==> config.mk <==
export PLATFORM = sky130hd
export DESIGN_NAME = pc_sequencer
export DESIGN_NICKNAME = d
export VERILOG_FILES = /design/src/rtl/pc_sequencer.sv
export SDC_FILE = /design/constraint.sdc
export NUM_CORES = 1
export LEC_CHECK = 0
export CAP_MARGIN = 0
export CORE_ASPECT_RATIO = 0.8
export CORE_MARGIN = 5
export CORE_UTILIZATION = 45
export DETAILED_ROUTE_END_ITERATION = 8
export MAX_ROUTING_LAYER = met4
export PLACE_DENSITY_LB_ADDON = 0.2
export SLEW_MARGIN = 40
export SYNTH_ARGS = -nofsm -noshare
export SYNTH_HDL_FRONTEND = slang
export SYNTH_SLANG_ARGS = --single-unit
==> constraint.sdc <==
create_clock -name clk -period 4.2 [get_ports clk]
set_clock_uncertainty 0.2 [all_clocks]
set_input_delay 0.63 -clock clk [delete_from_list [all_inputs] [get_ports clk]]
set_output_delay 0.63 -clock clk [all_outputs]
set_load 0.01 [all_outputs]
==> src/rtl/pc_sequencer.sv <==
// Program-counter sequencer: issues one instruction fetch at a time, applies
// branch/JALR redirects and parks in a trap state on misaligned fetch targets.
module pc_sequencer #(
    parameter logic [31:0] RESET_PC = 32'h0000_0000,
    parameter logic [31:0] TRAP_VEC = 32'h0000_0100,
    parameter logic [31:0] PC_STEP  = 32'h0000_0004
) (
    input  logic        clk,
    input  logic        rst_n,
    output logic        imem_req_valid,
    input  logic        imem_req_ready,
    output logic [31:0] imem_addr,
    input  logic        imem_rsp_valid,
    input  logic        br_valid,
    input  logic        br_taken,
    input  logic [31:0] br_pc,
    input  logic [31:0] br_imm,
    input  logic        jalr_valid,
    input  logic [31:0] jalr_target,
    input  logic        stall,
    output logic [31:0] pc,
    output logic        flush,
    output logic        misalign_trap,
    input  logic        trap_ack
);

    typedef enum logic [1:0] {
        S_BOOT     = 2'd0,
        S_ISSUE    = 2'd1,
        S_WAIT_RSP = 2'd2,
        S_TRAP     = 2'd3
    } state_t;

    state_t      r_state, w_state_nxt;
    logic [31:0] r_pc, w_pc_nxt;
    logic [31:0] r_pend_target, w_pend_target_nxt;
    logic        r_pend_valid, w_pend_valid_nxt;
    logic        r_req_sent, w_req_sent_nxt;
    logic        r_flush, w_flush_nxt;
    logic        r_trap;
    logic        w_req_valid;
    logic        w_redir_hit;
    logic [31:0] w_redir_target;
    logic [31:0] w_next_pc;
    logic        w_next_is_redir;

    // Decode this cycle's redirect; JALR wins over a taken branch.
    always_comb begin
        w_redir_hit    = 1'b0;
        w_redir_target = 32'h0000_0000;
        if (jalr_valid) begin
            w_redir_hit    = 1'b1;
            w_redir_target = jalr_target & 32'hFFFF_FFFE;
        end else if (br_valid && br_taken) begin
            w_redir_hit    = 1'b1;
            w_redir_target = br_pc + br_imm;
        end else begin
            w_redir_hit    = 1'b0;
            w_redir_target = 32'h0000_0000;
        end
    end

    // Next fetch address: same-cycle redirect, then pending redirect, then sequential.
    always_comb begin
        w_next_pc       = r_pc + PC_STEP;
        w_next_is_redir = 1'b0;
        if (w_redir_hit) begin
            w_next_pc       = w_redir_target;
            w_next_is_redir = 1'b1;
        end else if (r_pend_valid) begin
            w_next_pc       = r_pend_target;
            w_next_is_redir = 1'b1;
        end else begin
            w_next_pc       = r_pc + PC_STEP;
            w_next_is_redir = 1'b0;
        end
    end

    // Sequencer next-state, PC update, redirect latching and request generation.
    always_comb begin
        w_state_nxt       = r_state;
        w_pc_nxt          = r_pc;
        w_pend_valid_nxt  = r_pend_valid;
        w_pend_target_nxt = r_pend_target;
        w_req_sent_nxt    = r_req_sent;
        w_flush_nxt       = 1'b0;
        w_req_valid       = 1'b0;

        if ((r_state != S_TRAP) && w_redir_hit) begin
            w_pend_valid_nxt  = 1'b1;
            w_pend_target_nxt = w_redir_target;
        end else begin
            w_pend_valid_nxt  = r_pend_valid;
            w_pend_target_nxt = r_pend_target;
        end

        case (r_state)
            S_BOOT: begin
                w_state_nxt    = S_ISSUE;
                w_req_sent_nxt = 1'b0;
            end
            S_ISSUE: begin
                // Once offered, the request stays up until accepted, whatever stall does.
                w_req_valid = !stall || r_req_sent;
                if (w_req_valid && imem_req_ready) begin
                    w_state_nxt    = S_WAIT_RSP;
                    w_req_sent_nxt = 1'b0;
                end else if (w_req_valid) begin
                    w_req_sent_nxt = 1'b1;
                end else begin
                    w_req_sent_nxt = r_req_sent;
                end
            end
            S_WAIT_RSP: begin
                if (imem_rsp_valid) begin
                    w_pend_valid_nxt = 1'b0;
                    if (w_next_pc[1:0] != 2'b00) begin
                        w_state_nxt = S_TRAP;
                    end else begin
                        w_pc_nxt    = w_next_pc;
                        w_flush_nxt = w_next_is_redir;
                        w_state_nxt = S_ISSUE;
                    end
                end else begin
                    w_state_nxt = S_WAIT_RSP;
                end
            end
            S_TRAP: begin
                if (trap_ack) begin
                    w_pc_nxt         = TRAP_VEC;
                    w_flush_nxt      = 1'b1;
                    w_pend_valid_nxt = 1'b0;
                    w_state_nxt      = S_ISSUE;
                end else begin
                    w_state_nxt = S_TRAP;
                end
            end
            default: begin
                w_state_nxt      = S_BOOT;
                w_pend_valid_nxt = 1'b0;
            end
        endcase
    end

    // State, PC, pending redirect and registered status outputs.
    always_ff @(posedge clk or negedge rst_n) begin
        if (!rst_n) begin
            r_state       <= S_BOOT;
            r_pc          <= RESET_PC;
            r_pend_valid  <= 1'b0;
            r_pend_target <= 32'h0000_0000;
            r_req_sent    <= 1'b0;
            r_flush       <= 1'b0;
            r_trap        <= 1'b0;
        end else begin
            r_state       <= w_state_nxt;
            r_pc          <= w_pc_nxt;
            r_pend_valid  <= w_pend_valid_nxt;
            r_pend_target <= w_pend_target_nxt;
            r_req_sent    <= w_req_sent_nxt;
            r_flush       <= w_flush_nxt;
            r_trap        <= (w_state_nxt == S_TRAP);
        end
    end

    assign imem_req_valid = w_req_valid;
    assign imem_addr      = r_pc;
    assign pc             = r_pc;
    assign flush          = r_flush;
    assign misalign_trap  = r_trap;

endmodule

==> metrics.md <==
| Metric | Value |
|---|---|
| Max-cap violations | 0 |
| Mapped Cells | 761 |
| Finished Core Util | 0.607 |
| Antenna cells | 0 |
| Vias per std cell | 5.95 |
| Final #Nets | 1032 |
| Rel. slew slack | 0.410 |
| Crit-path cells | clkdlybuf4s50_1 > ha_1 > inv_1 > fa_1 > nor2b_1 > o31a_1 > o211ai_2 > a211oi_1 > buf_4 > o31ai_1 > a21o_1 > a32oi_1 > a31oi_1 |
| Filler Cells Inserted | 1184 |
| Post-CTS sizing | 0 |
| Most frequent cells in the layout | 169 x clkdlybuf4s50_1, 94 x nand2_1, 70 x dfrtp_1 |
| Drt initial violations | 611 |
| Gate power share | 0.441 |
| Crit-path max FO | 4 |
| Post-synthesis cell area | 6080 µm² |
| CTS tree | done |
| Initial Util | 0.454 |
| CP Capture Type | register |
| Maximum buffer depth of the clock tree | 2 |
| Vias in the first global route | 6096 |
| Min-delay worst type | in2async |
| Mapped Nets | 899 |
| Dominant cell type by area after synthesis | dfrtp_1 |
| Commonest non-fill, non-tap cell in the layout | clkdlybuf4s50_1 |
| Yosys Warn Count | 0 |
| Overflow after GRT | 0 |
| Max-slew violation count | 0 |
| Final WS setup | 582 ps |
| Crit path DAT | 3610 ps |
| Internal | 2.26 mW |
| Clock Pin Slew Worst Setup and Hold Paths | 60 ps |
| CP max-delay cell | clkdlybuf4s50_1 |
| Async SR Flop Fraction | 1.00 |
| Post-CTS Setup Bufs | 0 |
| CP top delay family | compound AO/OA/AOI/OAI gates |
| Clock group share of total power | 0.246 |
| Critical path required time | 4190 ps |
| Slowest cell delay on critical path | 460 ps |
| First-pass GRT wire length | 32400 µm |
| Final worst path period need | 3620 ps |
| Switching pwr | 1.37 mW |
| Area of placed instances | 7780 µm² |
| Status | completed |
| Chip width | 140 µm |
| Root buffer cell | clkbuf_16 |
| Largest net degree at the start of global routing | 46 |
| CP Class | in2reg |
| Initial antenna violation count | 0 |
| Final Hold Fails | 0 |
| Hold_buf cts | 0 |
| IO Count | 172 |
| Main flop type after synthesis | dfrtp_1 |
| P per Cell Area | 447 nW/µm² |
| Sw Ratio | 0.377 |
| Worst slew pin tran | 884 ps |
| R2R cell count | 10 |
| Buf/Inv on CP | 3 |
| Top cells by area, synth | dfrtp_1 29%, ha_1 6.6%, nand2_1 5.8%, o21ai_0 5.5%, a21oi_1 4.9% |
| Sink Count | 70 |
| Fin area | 8130 µm² |
| Critical path depth | 13 |
| RSZ-0062 raised after global routing | false |
| Crit path launch type | input port |
| Top-area cell type share of the netlist area | 0.288 |
| Maximum clock frequency | 0.276 GHz |
| Num CTS Buffers | 9 |
| GRT Util Overall | 0.256 |
| Peak VDD IR | 0.216 mV |
| Syn Area/Cell | 7.99 µm² |
| Die H | 114 µm |
| Core area | 13400 µm² |
| Setup TNS | 0 ps |
| Clock Latency Late Sink | 340 ps |
| # DRC | 0 |
| Pre-Repair DR Iteration Count | 7 |
| # rows | 38 |
| Final Cycle Share | 0.861 |
| Synth Register Bits | 70 |
| EDFF count, synth | 0 |
| Die ar. | 16000 µm² |
| Gp weighted congestion | 0.926 |
| # H-tree levels | 3 |
| Library cells used by synthesis | 67 |
| DR WL/cell | 18.7 µm |
| Routed Antenna Nets | 0 |
| Final wirelength | 20200 µm |
| Setup violations, final | 0 |
| Register area share after synthesis | 0.288 |
| Design Power | 3.63 mW |
| Detail Placement HPWL | 15700 µm |
| Vias | 6419 |
| Share of layout cells above drive strength 1 | 0.0590 |
| Leakage | 3.40 nW |
| Sequential power share | 0.313 |
| Number of I/O port buffers | 170 |
| Layout area overhead | 33.7% |
| DP Worst Slack | 300 ps |
final timing paths:
kind                       slack (ps)                   start                      endpoint
max reg2reg                      1320  r_pend_valid$_DFF_PN0_     imem_addr[24]$_DFFE_PN0P_
min                                90                   rst_n  r_pend_target[7]$_DFFE_PN0P_
min in group clk                  280  r_req_sent$_DFFE_PN0P_        r_req_sent$_DFFE_PN0P_
max                               580                br_pc[0]     imem_addr[30]$_DFFE_PN0P_
max in group asynchronous        3070                   rst_n     imem_addr[21]$_DFFE_PN0P_
min reg2reg                       280  r_req_sent$_DFFE_PN0P_        r_req_sent$_DFFE_PN0P_
sequential cells by signal, indices dropped and copies added (netlist names):
| signal | flops |
|---|---|
| r_state | 2 |
| r_pend_valid | 1 |
| misalign_trap | 1 |
| imem_addr | 32 |
| r_pend_target | 32 |
| flush | 1 |
| r_req_sent | 1 |
cell usage after synthesis (3+ instances only):
cell type  number
a211oi_1        6
a21o_1         18
a21oi_1        59
a221oi_1        8
a22o_1         12
a22oi_1        13
a31oi_1        10
a32oi_1         3
and2_1          9
and3_1         24
and4_1          5
buf_1           3
buf_2           9
buf_4          32
clkbuf_1       25
dfrtp_1        70
ha_1           32
inv_1          14
mux2_2          3
mux2i_1         4
nand2_1        94
nand2b_1       10
nand3_1        27
nand4_1        10
nor2_1         52
nor2b_1         5
nor3_1         10
nor4_1          5
o211ai_1        6
o21a_1          9
o21ai_0        67
o21ai_1         6
o221ai_1        6
o22ai_1         3
o31a_1          3
o31ai_1         6
o32ai_1         3
xnor2_1        21
xor2_1         24
layer usage:
metal	track usage	wire length (µm)	vias up
met5	-	0	-
met4	0.0600	343	0
met3	0.0360	1440	26
met2	0.391	9130	279
met1	0.363	9280	3075
li1	-	-	3039
final cells by class:
class / count / area, µm² / area share
flip-flops and latches: 70 / 1750 / 0.215
clock inverters: 5 / 106 / 0.0131
well taps: 180 / 225 / 0.0277
clock buffers: 11 / 243 / 0.0298
inverters: 14 / 52.6 / 0.00646
multi-input cells: 607 / 3890 / 0.478
repair buffers: 192 / 1860 / 0.229
cell families after synthesis:
| kind of cell | synth area share |
|---|---|
| AOI/OAI and AO/OA | 0.287 |
| xor gates and xnor gates | 0.0648 |
| adders and majority gates | 0.0691 |
| buffers and inverters | 0.0737 |
| DFF | 0.288 |
| muxes | 0.0121 |
| and+or+nand+nor | 0.205 |
power groups by stage:
stage          clock network, mW  registers, mW  logic (mW)
3_3_place_gp                   0           1.12        1.55
4_1_cts                    0.894           1.13        1.59
6_report                   0.893           1.14        1.60
3_5_place_dp                   0           1.14        1.58
5_1_grt                    0.934           1.17        1.73
2_1_floorplan                  0           1.11       0.960
through the flow:
stage               hold WS [ps]  cells
floorplan                    134    761
global placement             261   1063
detailed placement           270   1063
CTS                          110   1079
global route                 140   1079
finish                      92.3   1079
(Power assumes the default switching activity.)
